<file path="config.mk">
export PLATFORM = sky130hd
export DESIGN_NAME = mux_stream_arb
export DESIGN_NICKNAME = d
export VERILOG_FILES = /design/src/rtl/mux_stream_arb.sv
export SDC_FILE = /design/constraint.sdc
export NUM_CORES = 1
export LEC_CHECK = 0
export ABC_CLOCK_PERIOD_IN_PS = 1840
export BUFFER_PORTS_ARGS = -buffer_cell sky130_fd_sc_hd__buf_2
export CAP_MARGIN = 10
export CORE_ASPECT_RATIO = 1.75
export CORE_MARGIN = 2
export CORE_UTILIZATION = 31
export DETAILED_ROUTE_END_ITERATION = 6
export GPL_TIMING_DRIVEN = 0
export PLACE_DENSITY_LB_ADDON = 0.1
export SETUP_SLACK_MARGIN = 0.05
export SLEW_MARGIN = 40
export SYNTH_ARGS = -nofsm -noshare
export SYNTH_HDL_FRONTEND = slang
export SYNTH_SLANG_ARGS = --single-unit
</file>
<file path="constraint.sdc">
create_clock -name clk -period 1.84 [get_ports clk]
set_input_delay 0.092 -clock clk [delete_from_list [all_inputs] [get_ports clk]]
set_output_delay 0.092 -clock clk [all_outputs]
set_load 0.01 [all_outputs]
</file>
<file path="src/rtl/mux_stream_arb.sv">
// mux_stream_arb: N-channel registered stream multiplexer with valid/ready
// handshake. Selects one producer per cycle, either by an explicit channel
// index (manual mode) or round-robin among valid channels, and presents the
// chosen word on a single registered output with one cycle of latency.
module mux_stream_arb #(
   parameter  int N_CH  = 4,
   parameter  int WIDTH = 8,
   localparam int CH_W  = $clog2(N_CH)
) (
   input  logic                  clk,
   input  logic                  rst_n,
   input  logic [N_CH*WIDTH-1:0] in_data,
   input  logic [N_CH-1:0]       in_valid,
   output logic [N_CH-1:0]       in_ready,
   input  logic                  mode,
   input  logic [CH_W-1:0]       sel,
   output logic [WIDTH-1:0]      out_data,
   output logic [CH_W-1:0]       out_chan,
   output logic                  out_valid,
   input  logic                  out_ready
);

   typedef enum logic {
      EMPTY = 1'b0,
      FULL  = 1'b1
   } state_t;

   state_t            state;
   state_t            state_nxt;
   logic [CH_W-1:0]   rr_ptr;
   logic [CH_W-1:0]   rr_ptr_nxt;
   logic [CH_W-1:0]   gnt_idx;
   logic [CH_W-1:0]   rr_cand;
   logic [CH_W:0]     rr_sum;
   logic              rr_found;
   logic [N_CH-1:0]   grant;
   logic [WIDTH-1:0]  gnt_data;
   logic              load_en;
   logic              xfer;

   // The output register may take a new word when it is empty or being drained.
   assign out_valid = (state == FULL);
   assign load_en   = !out_valid | out_ready;

   // Arbitration: one-hot grant, only offered while the output can load.
   // Manual mode compares against every legal index, so an out-of-range sel
   // simply matches nothing. RR mode scans from rr_ptr with modulo wrap.
   always_comb begin
      grant    = '0;
      gnt_idx  = '0;
      rr_found = 1'b0;
      rr_sum   = '0;
      rr_cand  = '0;
      if (load_en) begin
         if (!mode) begin
            for (int i = 0; i < N_CH; i++) begin
               if (sel == CH_W'(i) && in_valid[i]) begin
                  grant[i] = 1'b1;
                  gnt_idx  = CH_W'(i);
               end
            end
         end else begin
            for (int k = 0; k < N_CH; k++) begin
               rr_sum = {1'b0, rr_ptr} + (CH_W+1)'(k);
               if (rr_sum >= (CH_W+1)'(N_CH)) begin
                  rr_sum = rr_sum - (CH_W+1)'(N_CH);
               end
               rr_cand = rr_sum[CH_W-1:0];
               for (int i = 0; i < N_CH; i++) begin
                  if (!rr_found && rr_cand == CH_W'(i) && in_valid[i]) begin
                     rr_found = 1'b1;
                     grant[i] = 1'b1;
                     gnt_idx  = CH_W'(i);
                  end
               end
            end
         end
      end
   end

   // Data steering for the granted channel and pointer advance past it.
   always_comb begin
      gnt_data = '0;
      for (int i = 0; i < N_CH; i++) begin
         if (grant[i]) begin
            gnt_data = in_data[i*WIDTH +: WIDTH];
         end
      end
      rr_ptr_nxt = (gnt_idx == CH_W'(N_CH - 1)) ? '0 : gnt_idx + CH_W'(1);
   end

   // Handshake: nothing is accepted while reset is asserted.
   assign in_ready = grant & {N_CH{rst_n}};
   assign xfer     = |(in_valid & in_ready);

   // Output register state: empty/full occupancy.
   always_ff @(posedge clk) begin
      if (!rst_n) begin
         state <= EMPTY;
      end else begin
         state <= state_nxt;
      end
   end

   // Next occupancy: fill on a transfer, drain when consumed without refill.
   always_comb begin
      state_nxt = state;
      case (state)
         EMPTY: if (xfer) state_nxt = FULL;
         FULL:  if (out_ready && !xfer) state_nxt = EMPTY;
         default: state_nxt = EMPTY;
      endcase
   end

   // Output word, source channel and RR pointer; held untouched unless a
   // transfer happens, so a stalled FULL word never changes.
   always_ff @(posedge clk) begin
      if (!rst_n) begin
         out_data <= '0;
         out_chan <= '0;
         rr_ptr   <= '0;
      end else if (xfer) begin
         out_data <= gnt_data;
         out_chan <= gnt_idx;
         rr_ptr   <= rr_ptr_nxt;
      end
   end

endmodule

</file>
# Word level (Yosys, flattened, before mapping)

Index checks and enable logic that the tools add are counted.

Register bits: 13
Input bits: 42

Add/sub/neg operators: 8
$lt $le $gt $ge: 4
Equal/unequal tests: 16
Mux-type cells: 106
Bitwise logic cells: 4
Reduce and logical (&&, ||, !) cells: 59

Operators with widths:

| kind                                                | count |
|---|---|
| 2-to-1 mux 1 bit                                    | 68 |
| 2-to-1 mux 2 bit                                    | 31 |
| logical AND 1 bit                                   | 36 |
| 2-to-1 mux 8 bit                                    | 4 |
| == test 2 bit, second input constant                | 11 |
| logical NOT 1 bit                                   | 17 |
| == test 2 x 1 -> 1 bit, second input constant       | 5 |
| logical NOT 2 bit                                   | 5 |
| >= comparator 3 bit, second input constant          | 3 |
| AND 4 bit                                           | 2 |
| 2-to-1 mux 4 bit                                    | 2 |
| subtractor 2 x 1 -> 2 bit, second input constant    | 4 |
| adder 2 x 2 -> 3 bit, second input constant         | 2 |
| OR reduction 4 bit                                  | 1 |
| adder 2 x 1 -> 3 bit, second input constant         | 1 |
| >= comparator 2 x 3 -> 1 bit, second input constant | 1 |
| adder 2 x 1 -> 2 bit, second input constant         | 1 |
| case mux 1 bit (2 select lines)                     | 1 |
| inverter 1 bit                                      | 1 |
| bitwise OR 1 bit                                    | 1 |

# Logic depth before layout (Yosys ltp)

Depth after elaboration: 106
Depth in mapped cells: 7
Gate-level depth less buffers: 5

# Least setup slack after synthesis

No wires, ideal clock.

Kind: flip-flop to flip-flop
Start: reg rr_ptr[1]
End: reg out_data[0]
Arrival: 1.504 ns
Setup slack: 0.201 ns
Stages on the path, launching flop included: 8
Path buffers: 2
Cells stage by stage: dfxtp_1 > buf_4 > and3b_4 > o21ai_1 > a311oi_1 > buf_6 > a2111oi_0 > o22ai_1

Word-level cells in the longest chain between the ends: 102

Ends and longest elaborated chain:

| what                                                                             | RTL line | RTL |
|---|---|---|
| start, declared                                                                  | 30       | `logic [CH_W-1:0] rr_ptr;` |
| start signal, assigned                                                           | 125      | `rr_ptr <= rr_ptr_nxt;` |
| >= comparator 2 x 3 -> 1 bit / subtractor 2 x 1 -> 2 bit (equally long branches) | 65, 66   |  |
| 2-to-1 mux 2 bit                                                                 | 65       | `if (rr_sum >= (CH_W+1)'(N_CH)) begin` |
| 2-to-1 mux 2 bit                                                                 | 55       | `if (!mode) begin` |
| 2-to-1 mux 2 bit                                                                 | 54       | `if (load_en) begin` |
| logical NOT 2 bit                                                                | 70       | `if (!rr_found && rr_cand == CH_W'(i) && in_valid[i]) begin` |
| logical AND 1 bit                                                                | 70       |  |
| 2-to-1 mux 1 bit                                                                 | 70       |  |
| 2-to-1 mux 1 bit                                                                 | 55       |  |
| (+85 left out)                                                                   | -        |  |
| logical NOT 1 bit                                                                | 70       |  |
| logical AND 1 bit (2 in series)                                                  | 70       |  |
| 2-to-1 mux 1 bit                                                                 | 70       |  |
| 2-to-1 mux 4 bit *                                                               | 55       |  |
| 2-to-1 mux 4 bit *                                                               | 54       |  |
| AND 4 bit                                                                        | 93       | `assign in_ready = grant & {N_CH{rst_n}};` |
| AND 4 bit                                                                        | 94       | `assign xfer = \|(in_valid & in_ready);` |
| OR reduction 4 bit                                                               | 94       |  |
| end signal, assigned                                                             | 123      | `out_data <= gnt_data;` |
| end, declared                                                                    | 17       | `output logic [WIDTH-1:0] out_data,` |

Every way passes the cells marked *; elsewhere a longest branch is shown, timed or not. The select of a mux whose other input is x is not followed.
A chain may end at the register's enable or synchronous reset.

# Final worst setup path

Start: reg rr_ptr[0]
End: out in_ready[2]

Word-level cells in the longest chain between the ends: 94

Ends and longest elaborated chain:

| what                                                                             | RTL line | RTL |
|---|---|---|
| >= comparator 2 x 3 -> 1 bit / subtractor 2 x 1 -> 2 bit (equally long branches) | 65, 66   |  |
| 2-to-1 mux 2 bit                                                                 | 65       |  |
| 2-to-1 mux 2 bit                                                                 | 55       |  |
| 2-to-1 mux 2 bit                                                                 | 54       |  |
| logical NOT 2 bit                                                                | 70       |  |
| logical AND 1 bit                                                                | 70       |  |
| 2-to-1 mux 1 bit                                                                 | 70       |  |
| 2-to-1 mux 1 bit                                                                 | 55       |  |
| (+77 left out)                                                                   | -        |  |
| 2-to-1 mux 1 bit                                                                 | 55       |  |
| 2-to-1 mux 1 bit                                                                 | 54       |  |
| logical NOT 1 bit                                                                | 70       |  |
| logical AND 1 bit (2 in series)                                                  | 70       |  |
| 2-to-1 mux 1 bit *                                                               | 70       |  |
| 2-to-1 mux 4 bit *                                                               | 55       |  |
| 2-to-1 mux 4 bit *                                                               | 54       |  |
| AND 4 bit *                                                                      | 93       |  |
| end, declared                                                                    | 14       | `output logic [N_CH-1:0] in_ready,` |

Marks and branches as above.

==> qor.yml <==
status:
  status: "finished, final reports clean"
routing:
  first_pass_iters: 5
  vias: 1269
  drc_errors: 0
  vias_per_cell: 5.69
  wl_per_cell_um: 16.6
  final_antenna_net_count: 0
  drt-initial-drc-count: 43
  drt_wl_total_um: 3690
worst_setup_path:
  worst-endpoint-required_ps: 1750
  worstSetupEndpointType: "output pin"
  crit_path_start_kind: "register"
  path_max_fanout: 10
  cp.arrival_ps: 1730
  path_class: "register to output pin"
clock_tree:
  cts_buffers: 3
  cts_root_buffer: "clkbuf_8"
  clkLatencyLatePin_ps: 240
  cts_hold_buffers: 0
  clock_sinks: 13
  htree_levels: 1
  path_clk_slew_ps: 60
  cts_tree: "yes"
  clock_path_buffers: 2
timing:
  finalCritPeriodShare_pct: 98.8
  hold_ws_ps: 111
  timing.fmax_mhz: 550
  period_needed_ps: 1820
  hold_viol: 0
  slew_violations: 0
  setup-violations-final: 0
  relSlewSlack_pct: 68.0
  fin_skew_ps: 0.708
  tightest_slew_ps: 480
  rsz0062_at_grt: "yes"
synthesis:
  synth_top_family_by_area: "compound AO/OA/AOI/OAI gates"
  syn_nets: 156
  synth_compound_area_share_pct: 40.1
  yosysSeqAreaShare_pct: 27.0
  yosys.area_share.adder_pct: 0
  ys.flop_type: "dfxtp_1"
  synth_area_leader_cell: "dfxtp_1"
  synth_enable_flop_cells: 0
  async_flop_share_pct: 0
  netlist_instances: 114
  netlist.area_leader.share_pct: 27.0
  postSynthAreaPerCell_um2: 8.45
  yosysUniqueCellTypes: 42
  muxShareOfSynthArea_pct: 0
  yosys.area_share.simple_pct: 23.1
  synth_area_leaders: "dfxtp_1 (27%), nor3b_1 (7.0%), o221ai_1 (6.4%), a2111oi_0 (5.5%), o22ai_1 (4.5%)"
  synth_seq_cells: 13
  synthesis.area_um2: 963
  synth_warnings: 0
  synthXorXnorAreaFrac_pct: 0
global_route:
  overflow: 0
  antenna_found_initial: 0
  track_usage_pct: 21.3
  grt_pass1_vias: 1211
  grt_pass1_wl_um: 5710
  grt_max_degree: 11
floorplanning:
  design.portCount: 57
  core_region_area_um2: 2930
  die_w_um: 46.1
  fp-row-count: 26
  dieArea_um2: 3590
  start_util_pct: 32.9
  die_height_um: 77.7
pwr:
  leakagePower_nw: 0.731
  power.density_nw_per_um2: 687
  ir_worst_vdd_v: 0.000397
  power_mw: 1.15
finish:
  utilization_pct: 57.4
  final_area_um2: 1680
  area_delta_synth_final_pct: 74.5
  final_common_cell: "buf_2"
  num_antenna_cells: 0
  stdcell_count: 223
  final_cell_mix: "buf_2 (56), buf_4 (21), dfxtp_1 (12)"
  drive_gt1_share_pct: 59.0
  fin_nets: 238
job:
  drv_cap: 0
place:
  placed_cells: 197
  port_buffers: 55
  placed_cell_area_um2: 1270
  dp_hpwl_um: 2490
  gp_congestion: 0.842
worst_hold_path:
  hold_path.class: "primary input to register"
## power breakdown
part	internal, mW	switching [mW]	total [mW]
clock	0.153	0.106	0.259
combinational	0.276	0.274	0.550
sequential	0.325	0.0210	0.346
total	0.754	0.401	1.15
## worst paths after layout
check | startpoint | end | slack (ps) | cells after the start
min | in_data[18] | out_data[2] | 110 | 3
max | rr_ptr[0] | in_ready[2] | 20 | 7
min reg2reg | out_data[7] | out_data[7] | 470 | 2
max reg2reg | rr_ptr[0] | out_data[7] | 50 | 8
## registers in the layout, indices dropped and copies added (netlist names)
signal and flops:
out_chan 2, out_data 8, rr_ptr 2, out_valid 1
## critical path: stages (launching register included)
cell	delay, ps
dfxtp_2	330
buf_6	110
nor3b_4	200
o21ai_2	80
a311o_1	390
buf_6	160
nor2_1	70
buf_2	130
## cell type report
type,instances,area [µm²]
timing repair buffer,76,443
sequential,13,262
buffer,8,75.1
multi-input combinational,84,785
tap,28,35.0
fill,291,1250
clock buffer,4,45.0
inverter,10,37.5
## kinds of logic after synthesis
family	Yosys count
AO/OA/AOI/OAI	47
AND/OR/NAND/NOR	36
buffers and inverters	18
flip-flops	13
## Yosys cell counts (all sizes together), types with 2 or more instances
master	instances
a2111oi	7
a211oi	2
a21oi	4
a311o	2
a311oi	2
a31oi	3
buf	8
dfxtp	13
inv	10
nand2	3
nand4	2
nor2	10
nor2b	2
nor3	2
nor3b	9
nor4	2
o21ai	3
o21bai	2
o221ai	7
o22ai	7
## routing by layer
| layer | track usage, % | up-vias | part of all wire (%) |
|---|---|---|---|
| li1 | - | 623 | - |
| met1 | 24.9 | 602 | 38 |
| met2 | 38.1 | 39 | 57 |
| met3 | 2.33 | 5 | 3.4 |
| met4 | 6.00 | 0 | 1.2 |
| met5 | 0 | - | 0 |
## through the flow
| step | setup TNS (ps) | setup WS (ps) |
|---|---|---|
| final | 0 | 22.7 |
| after global placement | -550 | -72.7 |
| after CTS | -3.03 | -3.03 |
| after detailed placement | -619 | -85.7 |
| after floorplan | 0 | 201 |
| after global routing | -47.0 | -35.0 |
## timing repair
action / 4_1_cts / 5_1_grt
buffers inserted: 1 / 19
gates cloned: 1 / 1
pin swaps: 2 / 5
resized for setup: 21 / 23
endpoints found under the hold margin: 0 / 0
endpoints found under the setup margin: 15 / 16
Note: power is estimated with default switching activity, not from simulation.
